[src/rtl/ppu_palette_ports.sv]
// ppu_palette_ports: CGB-style palette index/data register pairs, one palette RAM write port per channel.
// Define PPU_PAL_DEFER_EN to queue data writes made while the PPU holds the palettes; otherwise they are dropped.
module ppu_palette_ports #(
   parameter int NUM_CH = 2,
   parameter int IDX_W  = 6,
   parameter int DEPTH  = 4,
   parameter int CH_W   = (NUM_CH > 1) ? $clog2(NUM_CH) : 1
) (
   input  logic                    clk,
   input  logic                    reset,
   input  logic                    cpu_en,
   input  logic [CH_W-1:0]         ch_sel,
   input  logic                    is_data,
   input  logic                    write,
   input  logic [7:0]              wdata,
   output logic [7:0]              rdata,
   input  logic                    palette_block,
   output logic [NUM_CH*IDX_W-1:0] pal_addr,
   output logic [NUM_CH-1:0]       pal_we,
   output logic [NUM_CH*8-1:0]     pal_wdata,
   input  logic [NUM_CH*8-1:0]     pal_rdata,
   output logic [NUM_CH-1:0]       pend_busy,
   output logic [NUM_CH-1:0]       ovf
);
   logic [7:0] ch_rd [NUM_CH];

   if (NUM_CH < 1 || NUM_CH > 8 || IDX_W < 1 || IDX_W > 7 || DEPTH < 2 || DEPTH > 16 ||
       (DEPTH & (DEPTH - 1)) != 0) begin : g_bad_cfg
      $error("ppu_palette_ports: illegal parameter combination");
   end

   for (genvar c = 0; c < NUM_CH; c++) begin : g_ch
      logic             ai_q, ai_d;
      logic [IDX_W-1:0] idx_q, idx_d;
      logic             hit, idx_wr, dat_wr, we, rd_ok;
      logic [IDX_W-1:0] addr;
      logic [7:0]       wd, ird;
      assign hit = cpu_en & write & (ch_sel == CH_W'(c));
      // index register next state and the CPU view of it
      always_comb begin
         idx_wr = hit & !is_data;
         dat_wr = hit & is_data;
         ai_d   = idx_wr ? wdata[7] : ai_q;
         idx_d  = idx_wr ? wdata[IDX_W-1:0] : idx_q + IDX_W'(dat_wr & ai_q);
         ird    = {ai_q, 7'h7f};
         ird[IDX_W-1:0] = idx_q;
      end
      // index and auto-increment flag, cleared by reset at any time
      always_ff @(posedge clk or posedge reset) begin
         if (reset) begin
            ai_q  <= 1'b0;
            idx_q <= '0;
         end else begin
            ai_q  <= ai_d;
            idx_q <= idx_d;
         end
      end
`ifdef PPU_PAL_DEFER_EN
      localparam int PW = $clog2(DEPTH);
      logic [IDX_W+7:0] mem_q [DEPTH];
      logic [IDX_W+7:0] mem_d [DEPTH];
      logic [PW-1:0]    head_q, head_d;
      logic [PW:0]      cnt_q, cnt_d;
      logic             ovf_q, ovf_d, empty, full, drain, direct, push;
      // a full queue may still accept a write in a cycle that pops its head
      always_comb begin
         empty  = cnt_q == '0;
         full   = cnt_q == (PW+1)'(DEPTH);
         drain  = !palette_block & !empty;
         direct = dat_wr & !palette_block & empty;
         push   = dat_wr & !direct & (!full | drain);
         we     = !reset & (direct | drain);
         addr   = drain ? mem_q[head_q][IDX_W+7:8] : idx_q;
         wd     = drain ? mem_q[head_q][7:0] : wdata;
         rd_ok  = !palette_block & empty;
         mem_d  = mem_q;
         if (push) mem_d[head_q + cnt_q[PW-1:0]] = {idx_q, wdata};
         head_d = head_q + PW'(drain);
         cnt_d  = cnt_q + (PW+1)'(push) - (PW+1)'(drain);
         ovf_d  = idx_wr ? 1'b0 : ovf_q | (dat_wr & !direct & !push);
      end
      // deferred-write queue state; reset discards anything pending
      always_ff @(posedge clk or posedge reset) begin
         if (reset) begin
            head_q <= '0;
            cnt_q  <= '0;
            ovf_q  <= 1'b0;
            for (int i = 0; i < DEPTH; i++) mem_q[i] <= '0;
         end else begin
            head_q <= head_d;
            cnt_q  <= cnt_d;
            ovf_q  <= ovf_d;
            mem_q  <= mem_d;
         end
      end
      assign pend_busy[c] = !empty;
      assign ovf[c]       = ovf_q;
`else
      // without deferral a blocked data write is simply lost
      always_comb begin
         we    = !reset & dat_wr & !palette_block;
         addr  = idx_q;
         wd    = wdata;
         rd_ok = !palette_block;
      end
      assign pend_busy[c] = 1'b0;
      assign ovf[c]       = 1'b0;
`endif
      assign ch_rd[c]                   = is_data ? (rd_ok ? pal_rdata[c*8 +: 8] : 8'hff) : ird;
      assign pal_we[c]                  = we;
      assign pal_addr[c*IDX_W +: IDX_W] = addr;
      assign pal_wdata[c*8 +: 8]        = wd;
   end

   // CPU read mux; unpopulated channel numbers read as all ones
   always_comb begin
      rdata = 8'hff;
      for (int i = 0; i < NUM_CH; i++) if (ch_sel == CH_W'(i)) rdata = ch_rd[i];
   end
endmodule

[config.mk]
export PLATFORM = sky130hd
export DESIGN_NAME = ppu_palette_ports
export DESIGN_NICKNAME = d
export VERILOG_FILES = /design/src/rtl/ppu_palette_ports.sv
export SDC_FILE = /design/constraint.sdc
export NUM_CORES = 1
export LEC_CHECK = 0
export BUFFER_PORTS_ARGS = -buffer_cell sky130_fd_sc_hd__buf_2
export CAP_MARGIN = 20
export CORE_UTILIZATION = 43
export CTS_CLUSTER_SIZE = 10
export DETAILED_ROUTE_END_ITERATION = 12
export PLACE_DENSITY = 0.9
export SETUP_SLACK_MARGIN = 0.5
export SKIP_CTS_REPAIR_TIMING = 1
export SYNTH_ARGS = -nofsm -noshare
export SYNTH_HDL_FRONTEND = slang
export SYNTH_SLANG_ARGS = --single-unit
[constraint.sdc]
create_clock -name clk -period 1.5 [get_ports clk]
set_input_delay 0.075 -clock clk [delete_from_list [all_inputs] [get_ports clk]]
set_output_delay 0.075 -clock clk [all_outputs]
set_load 0.05 [all_outputs]
==> results.tsv, run 1 <==
metric	value	unit
status	completed	
end-of-flow core utilization	72.1	%
total global-route track usage	16.7	%
signed area change from the synthesized netlist to the final layout	60.6	%
final worst path period need	1.34	ns
dominant synthesized flop cell	dfrtp_1	
worst rel slew slack	64.3	%
dominant cell by count in the synthesized netlist	buf_4	
critical path's slowest cell	dfrtp_1	
count of buffering cells on the critical path with inverters included	0	
maximum number of pins on one net before global-route repair	15	
largest fanout on the critical path	2	
Period Utilization, post-route	89.1	%
Final TNS setup	0	ns
fraction of final layout cells sized beyond drive strength 1	76.1	%
capturing element type of the critical path	flip-flop	
worst hold-check path type	in2reg	
diode insertion count for antenna repair	0	
number of filler instances in the final layout	183	
synthesized cell area	1230	µm²
via count of the first global-routing pass	918	
initial antenna violation count	0	
area fraction of the dominant cell type after synthesis	28.5	%
cell taking the most area after synthesis	dfrtp_1	
type of element launching the critical path	flip-flop	
kind of cell adding the most delay to the critical path	flip-flops	
clock group share of total power	9.3	%
global-route wire length before repair	4160	µm
remaining global-route overflow	0	
count of H-tree levels built during CTS	1	
Pins Over Slew Limit	0	
Post-synth EDFFs	0	
Mapped Avg Cell Area	9.59	µm²
effective utilization at floorplan	44.9	%
post-route insts no fill	219	
routed wire length	3220	µm
count of mapped cells out of synthesis	128	
quantity of I/O buffers inserted on ports	65	
Boundary Pins	73	
routed wire length per instance	14.7	µm
First-pass DRT Iterations	4	
Clock Root Buffer	clkbuf_4	
placed cell count	202	
clock tree from TritonCTS	done	
Least-Margin Pin Slew	0.535	ns
highest ir drop seen on vdd	1.26	mV
setup repair after global routing missed its margin	yes	
clock skew	0.00360	ns
floorplan die area	3070	µm²
share of total power consumed by net switching	48.4	%
register clock-pin slew on the reported worst setup and hold paths	0.08	ns
Worst Path Class, Setup	reg2reg	
final-stage net count	224	
placed instance area	1580	µm²
total of warnings raised by yosys	0	
switching power	1420	µW
number of vias in the routed layout	1082	
post-route cell area	1970	µm²
Clock Sink Count	14	
final number of setup-violating endpoints	0	
number of buffers created by CTS	3	
CP Cell Sequence	nand2_2, nor2_2, ha_4, ha_4, mux2_4	
endpoint arrival time on the critical path	1.50	ns
area of the placeable core	2730	µm²
FF+latch count, synth	14	
static power due to leakage	0.000859	µW
First DRT Iteration DRCs	15	
number of nets with antenna violations after routing	0	
PD cells	1490	nW/µm²
die extent in y	55.4	µm
Worst-Skew Late Latency	0.28	ns
Max Fclk	748	MHz
number of distinct library cells after synthesis	28	
internal power	1510	µW
area used by multi-input combinational logic	916	µm²
area occupied by registers	365	µm²
max cap viols	0	
ranking of synthesized cells by instance count	buf_4 (22), dfrtp_1 (14), nand2_1 (9), nor2_1 (9), o21ai_0 (9)	
biggest area contributors in the synthesized netlist	dfrtp_1 (29%), buf_4 (13%), mux2_4 (8.6%)	
required time of the critical path	1.67	ns
Die Wd	55.4	µm
Top cell by count, worst path	ha_4	
HPWL after detailed placement	2160	µm
async set or reset register ratio after synthesis	100	%
Core Rows	19	
Avg Vias per Cell	4.94	
part of the Yosys area used for sequential elements	28.5	%
sequential power share	25.3	%
Final Hold Vio Count	0	
RePlAce Congestion	0.679	
deepest clock path buffer count	2	
total DRC errors in the routed layout	0	
delay of the slowest critical-path stage	0.37	ns
Comb power frac	65.4	%
[worst reg2reg max path, cell delays in order, from the launching register on]
cell and delay, ns:
dfrtp_1 0.37, nand2_2 0.07, nor2_2 0.17, ha_4 0.17
ha_4 0.19, mux2_4 0.25
[layout make-up]
class,count,area share [%]
Inverter,1,0.190
Timing Repair Buffer,82,31.0
Multi-Input combinational cell,87,46.5
Clock buffer,4,1.84
Sequential cell,14,18.5
Tap cell,31,1.97
[path summary, 6_finish.rpt]
check,startpoint,end,slack (ns),cells past startpoint
worst max-delay path,g_ch[1].ai_q,g_ch[1].addr[1],0.16,5
min in group asynchronous,reset,g_ch[1].addr[2],0.43,3
worst min register to register,g_ch[0].ai_q,g_ch[0].ai_q,0.52,1
max in group asynchronous,reset,g_ch[0].addr[2],0.69,3
worst min-delay path,wdata[2],g_ch[0].addr[2],0.03,3
worst max register to register,g_ch[1].ai_q,g_ch[1].addr[1],0.16,5
[power by group through the flow]
stage / registers, µW / logic [µW] / clock network [µW]
2_1_floorplan: 1110 / 706 / 0
3_3_place_gp: 726 / 1320 / 0
3_5_place_dp: 728 / 1350 / 0
4_1_cts: 720 / 1350 / 274
5_1_grt: 756 / 2000 / 290
6_report: 741 / 1920 / 274
[layout by cell type, fill, tap and decap left out, drive strengths merged]
cell type / netlist / routed
buf: 28 / 81
o21ai: 16 / 16
dfrtp: 14 / 14
mux2: 12 / 12
nand2: 9 / 9
nor2: 9 / 9
mux2i: 7 / 7
nand3: 5 / 5
a21oi: 5 / 5
xor2: 4 / 4
xnor2: 4 / 4
ha: 4 / 4
conb: 1 / 4
clkbuf: 1 / 4
nand4b: 1 / 1
nand3b: 1 / 1
nand2b: 1 / 1
nor3: 1 / 1
nor4: 1 / 1
nor4b: 1 / 1
nor2b: 1 / 1
a211oi: 1 / 1
inv: 1 / 1
dlygate4sd3: 0 / 1
[state kept, by name, indices dropped and copies added (netlist names)]
| name | flops |
|---|---|
| g_ch.ai_q | 2 |
| g_ch.addr | 12 |
[logic make-up (layout without fill, tap and decap cells)]
family / Yosys count / count (layout) / synth area share [%]
DFF: 14 / 14 / 28.5
and+or+nand+nor: 30 / 30 / 13.7
xor gates and xnor gates: 8 / 8 / 5.71
other: 1 / 4 / 0.306
buffers and inverters: 30 / 87 / 19.7
adders and majority gates: 4 / 4 / 4.08
muxes: 19 / 19 / 18.9
AOI/OAI and AO/OA: 22 / 22 / 9.17
[metrics by stage]
stage	worst slack [ns]	hold slack, ns	power (µW)
2_1_floorplan	0.209	-0.0366	1820
3_3_place_gp	0.0991	0.151	2040
3_5_place_dp	0.0608	0.151	2080
4_1_cts	0.0675	-0.128	2350
5_1_grt	0.0893	0.0339	3050
6_report	0.163	0.0345	2930
[routing by layer]
layer | vias up | track usage, % | share of wire, %
li1 | 535 | - | -
met1 | 505 | 22.0 | 41
met2 | 40 | 29.3 | 55
met3 | 2 | 2.58 | 4.5
met4 | 0 | 3.21 | 0.22
met5 | - | 0 | 0
Note: power is estimated with default switching activity, not from simulation.
==> run 2: changes to the inputs <==
- ABC_AREA: default -> 1
- PLACE_DENSITY: 0.9 -> 0.91
==> run 2 against run 1 <==
Global-route usage increased by 4.4 points. Cell count up 21%. Maximum frequency decreased by 6.5%. Sequential share of layout area down 0.28 points. Non-clock buffer count up 6. Highest routed layer unchanged.
==> results.tsv, run 2 <==
metric	value	unit	change
highest ir drop seen on vdd	0.989	mV	-22%
biggest area contributors in the synthesized netlist	dfrtp_1 (30%), buf_4 (15%), o21ai_0 (10%)		
xor and xnor fraction of the mapped netlist area	3.70	%	-2.0 points
Clock Sink Count	14		unchanged
Worst Path Class, Setup	reg2reg		
signed area change from the synthesized netlist to the final layout	69.2	%	
FF+latch count, synth	14		unchanged
diode insertion count for antenna repair	0		unchanged
synthesized cell area	1180	µm²	-3.7%
number of nets with antenna violations after routing	0		unchanged
number of distinct library cells after synthesis	19		-32%
part of the Yosys area used for sequential elements	29.6	%	+1.1 points
final number of setup-violating endpoints	0		unchanged
Max Fclk	700	MHz	-6.5%
maximum number of pins on one net before global-route repair	19		+4
final-stage net count	272		+21%
die extent in y	54.4	µm	-1.8%
total of warnings raised by yosys	0		unchanged
clock group share of total power	10.8	%	+1.5 points
HPWL after detailed placement	2390	µm	+11%
Avg Vias per Cell	5.80		+17%
commonest non-fill, non-tap cell in the layout	buf_2		
grt met3 use	3.33	%	+0.76 points
delay of the slowest critical-path stage	0.43	ns	+0.06 ns
Compound-Gate Fraction of Synth Area	17.5	%	+8.3 points
dominant cell by count in the synthesized netlist	nand2_1		
Clock Root Buffer	clkbuf_4		
max cap viols	0		unchanged
end-of-flow core utilization	78.6	%	+6.5 points
clock skew	0.00222	ns	-0.00138 ns
commonest non-fill, non-tap cells in the layout	buf_2 (46), buf_4 (24), nand2_1 (23), buf_6 (13), dfrtp_2 (12)		
post-route cell area	2000	µm²	+1.5%
Pins Over Slew Limit	0		unchanged
Post-synth EDFFs	0		unchanged
Period Utilization, post-route	95.3	%	+6.2 points
PD cells	1360	nW/µm²	-8.3%
floorplan die area	2960	µm²	-3.5%
sequential power share	26.3	%	+1.0 points
share of total power consumed by net switching	52.4	%	+4.0 points
type of element launching the critical path	flip-flop		
quantity of I/O buffers inserted on ports	65		unchanged
final worst hold slack	0.0338	ns	-0.000691 ns
area fraction of the dominant cell type after synthesis	29.6	%	+1.1 points
global-route wire length before repair	4410	µm	+6.0%
routed wire length	5240	µm	+63%
largest fanout on the critical path	3		+1
slack of the critical path	0.0708	ns	-0.0927 ns
Boundary Pins	73		unchanged
deepest clock path buffer count	2		unchanged
effective utilization at floorplan	46.5	%	+1.6 points
register clock-pin slew on the reported worst setup and hold paths	0.10	ns	+0.02 ns
required time of the critical path	1.74	ns	+0.07 ns
count of mapped cells out of synthesis	170		+33%
remaining global-route overflow	0		unchanged
final worst path period need	1.43	ns	+0.0927 ns
First DRT Iteration DRCs	82		+67
multiplexer share of the synthesized area	0	%	-19 points
capturing element type of the critical path	flip-flop		
ranking of synthesized cells by instance count	nand2_1 (31), o21ai_0 (24), buf_4 (23)		
switching power	1430	µW	+0.85%
Final Hold Vio Count	0		unchanged
Worst-Skew Late Latency	0.30	ns	+0.02 ns
First-pass DRT Iterations	7		+3
number of vias in the routed layout	1543		+43%
setup repair after global routing missed its margin	yes		
clock tree from TritonCTS	done		
placed instance area	1550	µm²	-2.0%
endpoint arrival time on the critical path	1.67	ns	+0.17 ns
dominant synthesized flop cell	dfrtp_1		
cell taking the most area after synthesis	dfrtp_1		
Core Rows	18		-1
critical path's slowest cell	dfrtp_1		
worst rel slew slack	63.2	%	-1.1 points
Comb power frac	62.9	%	-2.5 points
static power due to leakage	0.000913	µW	+6.4%
worst hold-check path type	in2reg		
CP Cell Sequence	inv_2, nor2_4, ha_4, ha_4, nand3_2, xnor2_1, nand2_1, nand2_1		
via count of the first global-routing pass	1050		+14%
initial antenna violation count	0		unchanged
number of buffers created by CTS	3		unchanged
fraction of final layout cells sized beyond drive strength 1	64.8	%	-11 points
RePlAce Congestion	0.876		+29%
area fraction in and, or, nand and nor cells after synthesis	23.7	%	+10 points
internal power	1300	µW	-14%
pre-CTS worst setup slack	0.100	ns	+0.0392 ns
status	completed		
met1 demand-to-capacity share in global routing	23.3	%	+1.3 points
area of the placeable core	2540	µm²	-6.9%
Adder-Cell Fraction of Synth Area	4.23	%	+0.16 points
met2 Resource Use GR	39.0	%	+9.8 points
Mapped Avg Cell Area	6.96	µm²	-27%
Least-Margin Pin Slew	0.552	ns	+0.0171 ns
total DRC errors in the routed layout	0		unchanged
global routing's busiest layer	met2		
combinational family with the most area after synthesis	simple AND/OR/NAND/NOR gates		
routed wire length per instance	19.7	µm	+34%
count of H-tree levels built during CTS	1		unchanged
Die Wd	54.4	µm	-1.8%
total global-route track usage	21.1	%	+4.4 points
Largest register FFs	12		unchanged
async set or reset register ratio after synthesis	100	%	unchanged
[run 2: metrics by stage]
step / total power [µW] / setup TNS, ns / instances
after detailed placement: 1870 / 0 / 242
final: 2730 / 0 / 266
after CTS: 2160 / 0 / 246
after global placement: 1850 / 0 / 242
after floorplan: 1620 / 0 / 173
after global routing: 2850 / -0.104 / 266
[run 2: final cells by class]
cell class | instances | area, µm²
Multi-Input combinational cell | 118 | 898
Timing Repair Buffer | 88 | 612
Fill cell | 148 | 544
Sequential cell | 14 | 365
Inverter | 12 | 51.3
Tap cell | 30 | 37.5
Clock buffer | 4 | 36.3
[run 2: final timing paths]
kind                            slack (ns)               to         start  cells after the start
min in group asynchronous             0.41  g_ch[1].addr[4]         reset                      3
worst max register to register        0.07  g_ch[0].addr[4]  g_ch[0].ai_q                      8
worst min-delay path                  0.03  g_ch[1].addr[4]      wdata[4]                      3
worst min register to register        0.64     g_ch[1].ai_q  g_ch[1].ai_q                      2
max in group asynchronous             0.70  g_ch[1].addr[0]         reset                      3
worst max-delay path                  0.07  g_ch[0].addr[4]  g_ch[0].ai_q                      8
[run 2: logic make-up (layout without fill, tap and decap cells)]
group	count (synthesis)	in the layout
and+or+nand+nor	65	65
adders and majority gates	4	4
xor gates and xnor gates	5	5
AOI/OAI and AO/OA	40	40
buffers and inverters	41	104
other	1	4
DFF	14	14
[run 2: critical path: cells and delay by family (launching register included)]
kind / cells / cell delay (ns)
XOR/XNOR: 1 / 0.17
adder cells (fa/ha/maj): 2 / 0.32
buffers and inverters: 1 / 0.09
flip-flops: 1 / 0.43
AND/OR/NAND/NOR: 4 / 0.35
[run 2: layer usage]
layer / vias up / share of wire [%]
li1: 666 / -
met1: 730 / 36
met2: 127 / 51
met3: 20 / 9.8
met4: 0 / 3.2
met5: - / 0
[run 2: power groups by stage]
stage	registers [µW]	clock network, µW	logic, µW
after floorplan	1020	0	605
after global placement	689	0	1160
after detailed placement	695	0	1180
after CTS	687	286	1180
after global routing	727	308	1810
final	719	295	1720
==> run 3: changes to the inputs <==
- PLACE_DENSITY: 0.91 -> default
- PLACE_DENSITY_LB_ADDON: default -> 0.08
==> run 3 against run 2 <==
Cell count shrank 2.6%. Clock skew up 0.0057 ns. Via count fell by 13%. Final area decreased by 4.8%. Combinational power shrank 8%. Flip-flop and latch count unchanged. Global-route usage decreased by 0.26 points. Critical path depth decreased by 5. Wire length shrank 32%. Maximum frequency up 7.5%. First-iteration DRC count down 77%. Critical path type is now reg2out. Largest cell class unchanged.
==> results.tsv, run 3 (same netlist as run 2, synthesis figures left out) <==
metric	value	unit	change
highest ir drop seen on vdd	1.15	mV	+16%
routed wire length per instance	13.9	µm	-30%
deepest clock path buffer count	2		unchanged
worst hold-check path type	in2reg		
post-route insts no fill	259		-2.6%
number of buffers created by CTS	3		unchanged
HPWL after detailed placement	2400	µm	+0.50%
post-route cell area	1910	µm²	-4.8%
RePlAce Congestion	0.847		-3.3%
critical path's slowest cell	dfrtp_1		
Period Utilization, post-route	88.6	%	-6.7 points
final worst path period need	1.33	ns	-0.0999 ns
endpoint arrival time on the critical path	1.25	ns	-0.42 ns
diode insertion count for antenna repair	0		unchanged
signed area change from the synthesized netlist to the final layout	61.2	%	
initial antenna violation count	0		unchanged
final worst hold slack	0.0381	ns	+0.00423 ns
PD cells	1340	nW/µm²	-1.8%
capturing element type of the critical path	primary output		
final number of setup-violating endpoints	0		unchanged
delay of the slowest critical-path stage	0.43	ns	about the same
number of nets with antenna violations after routing	0		unchanged
required time of the critical path	1.42	ns	-0.32 ns
number of vias in the routed layout	1344		-13%
total DRC errors in the routed layout	0		unchanged
clock tree from TritonCTS	done		
effective utilization at floorplan	46.5	%	unchanged
Worst Path Class, Setup	reg2out		
Final Hold Vio Count	0		unchanged
setup repair after global routing missed its margin	yes		
final-stage net count	265		-2.6%
Clock Sink Count	14		unchanged
status	completed		
via count of the first global-routing pass	972		-7.4%
commonest non-fill, non-tap cells in the layout	buf_2 (45), nand2_1 (29), buf_4 (19), buf_6 (15), dfrtp_2 (12)		
First-pass DRT Iterations	4		-3
area of the placeable core	2540	µm²	unchanged
register clock-pin slew on the reported worst setup and hold paths	0.08	ns	-0.02 ns
routed wire length	3590	µm	-32%
remaining global-route overflow	0		unchanged
Largest register FFs	12		unchanged
maximum number of pins on one net before global-route repair	18		-1
Core Rows	18		unchanged
static power due to leakage	0.000867	µW	-5.1%
Least-Margin Pin Slew	0.553	ns	+0.00104 ns
Final TNS setup	0	ns	unchanged
largest fanout on the critical path	2		-1
First DRT Iteration DRCs	19		-77%
placed instance area	1550	µm²	-0.48%
worst rel slew slack	63.1	%	-0.069 points
quantity of I/O buffers inserted on ports	65		unchanged
floorplan die area	2960	µm²	unchanged
CP Cell Sequence	o21ai_1, o22ai_4, buf_2		
Avg Vias per Cell	5.19		-11%
max cap viols	0		unchanged
Worst-Skew Late Latency	0.29	ns	about the same
clock skew	0.00792	ns	+0.00570 ns
total global-route track usage	20.8	%	-0.26 points
placed cell count	241		-0.41%
Boundary Pins	73		unchanged
fraction of final layout cells sized beyond drive strength 1	60.3	%	-4.6 points
commonest non-fill, non-tap cell in the layout	buf_2		
final total power	2550	µW	-6.5%
Pins Over Slew Limit	0		unchanged
global-route wire length before repair	4340	µm	-1.6%
Clock Root Buffer	clkbuf_4		
type of element launching the critical path	flip-flop		
count of H-tree levels built during CTS	1		unchanged
die extent in y	54.4	µm	unchanged
Max Fclk	752	MHz	+7.5%
Die Wd	54.4	µm	unchanged
[run 3: cell types whose count changed in the layout (fill, tap and decap cells not counted), moves of 2 or more]
| cell | before | now |
|---|---|---|
| buf_4 | 24 | 19 |
| buf_6 | 13 | 15 |
| clkbuf_4 | 5 | 3 |
| nand2_1 | 23 | 29 |
| nand2_2 | 8 | 2 |
| nand3_2 | 2 | 4 |
[run 3: final timing paths]
kind / startpoint / to / slack, ns / depth (start not counted)
worst max-delay path: g_ch[0].ai_q / rdata[7] / 0.17 / 3
worst min-delay path: wdata[7] / g_ch[1].ai_q / 0.04 / 3
worst max register to register: g_ch[0].ai_q / g_ch[0].addr[4] / 0.23 / 8
worst min register to register: g_ch[0].addr[3] / g_ch[0].addr[3] / 0.61 / 3
max in group asynchronous: reset / g_ch[0].addr[0] / 0.68 / 3
min in group asynchronous: reset / g_ch[0].addr[5] / 0.42 / 3
[run 3: where the power goes]
| group | switching (µW) | total (µW) | leakage, µW | internal [µW] |
|---|---|---|---|---|
| logic | 977 | 1590 | 0.000697 | 617 |
| clock network | 130 | 233 | 0.0000150 | 103 |
| registers | 216 | 726 | 0.000155 | 510 |
[run 3: cell type report]
class	count	area, µm²
timing repair buffer	81	562
inverter	12	45.0
sequential	14	365
tap	30	37.5
multi-input combinational	118	870
clock buffer	4	26.3
fill	194	639
[run 3: stage by stage]
step	setup slack, ns	util (%)
detailed placement	0.0985	60.7
global route	0.146	74.9
floorplan	0.236	-
global placement	0.122	60.7
finish	0.171	74.9
CTS	0.0583	61.8
[run 3: routing by layer]
| metal | part of all wire [%] | wire, µm | global-route usage [%] | up-vias |
|---|---|---|---|---|
| met5 | 0 | 0 | 0 | - |
| met4 | 0.84 | 30 | 5.13 | 0 |
| met3 | 5.1 | 182 | 2.78 | 6 |
| met2 | 50 | 1780 | 35.0 | 57 |
| met1 | 44 | 1590 | 28.1 | 624 |
| li1 | - | - | - | 657 |
[run 3: worst max-delay path: cells and delay by family, from the launching register on]
kind / cells / cell delay [ns]
buf+inv: 1 / 0.21
flops: 1 / 0.43
compound gates: 2 / 0.33
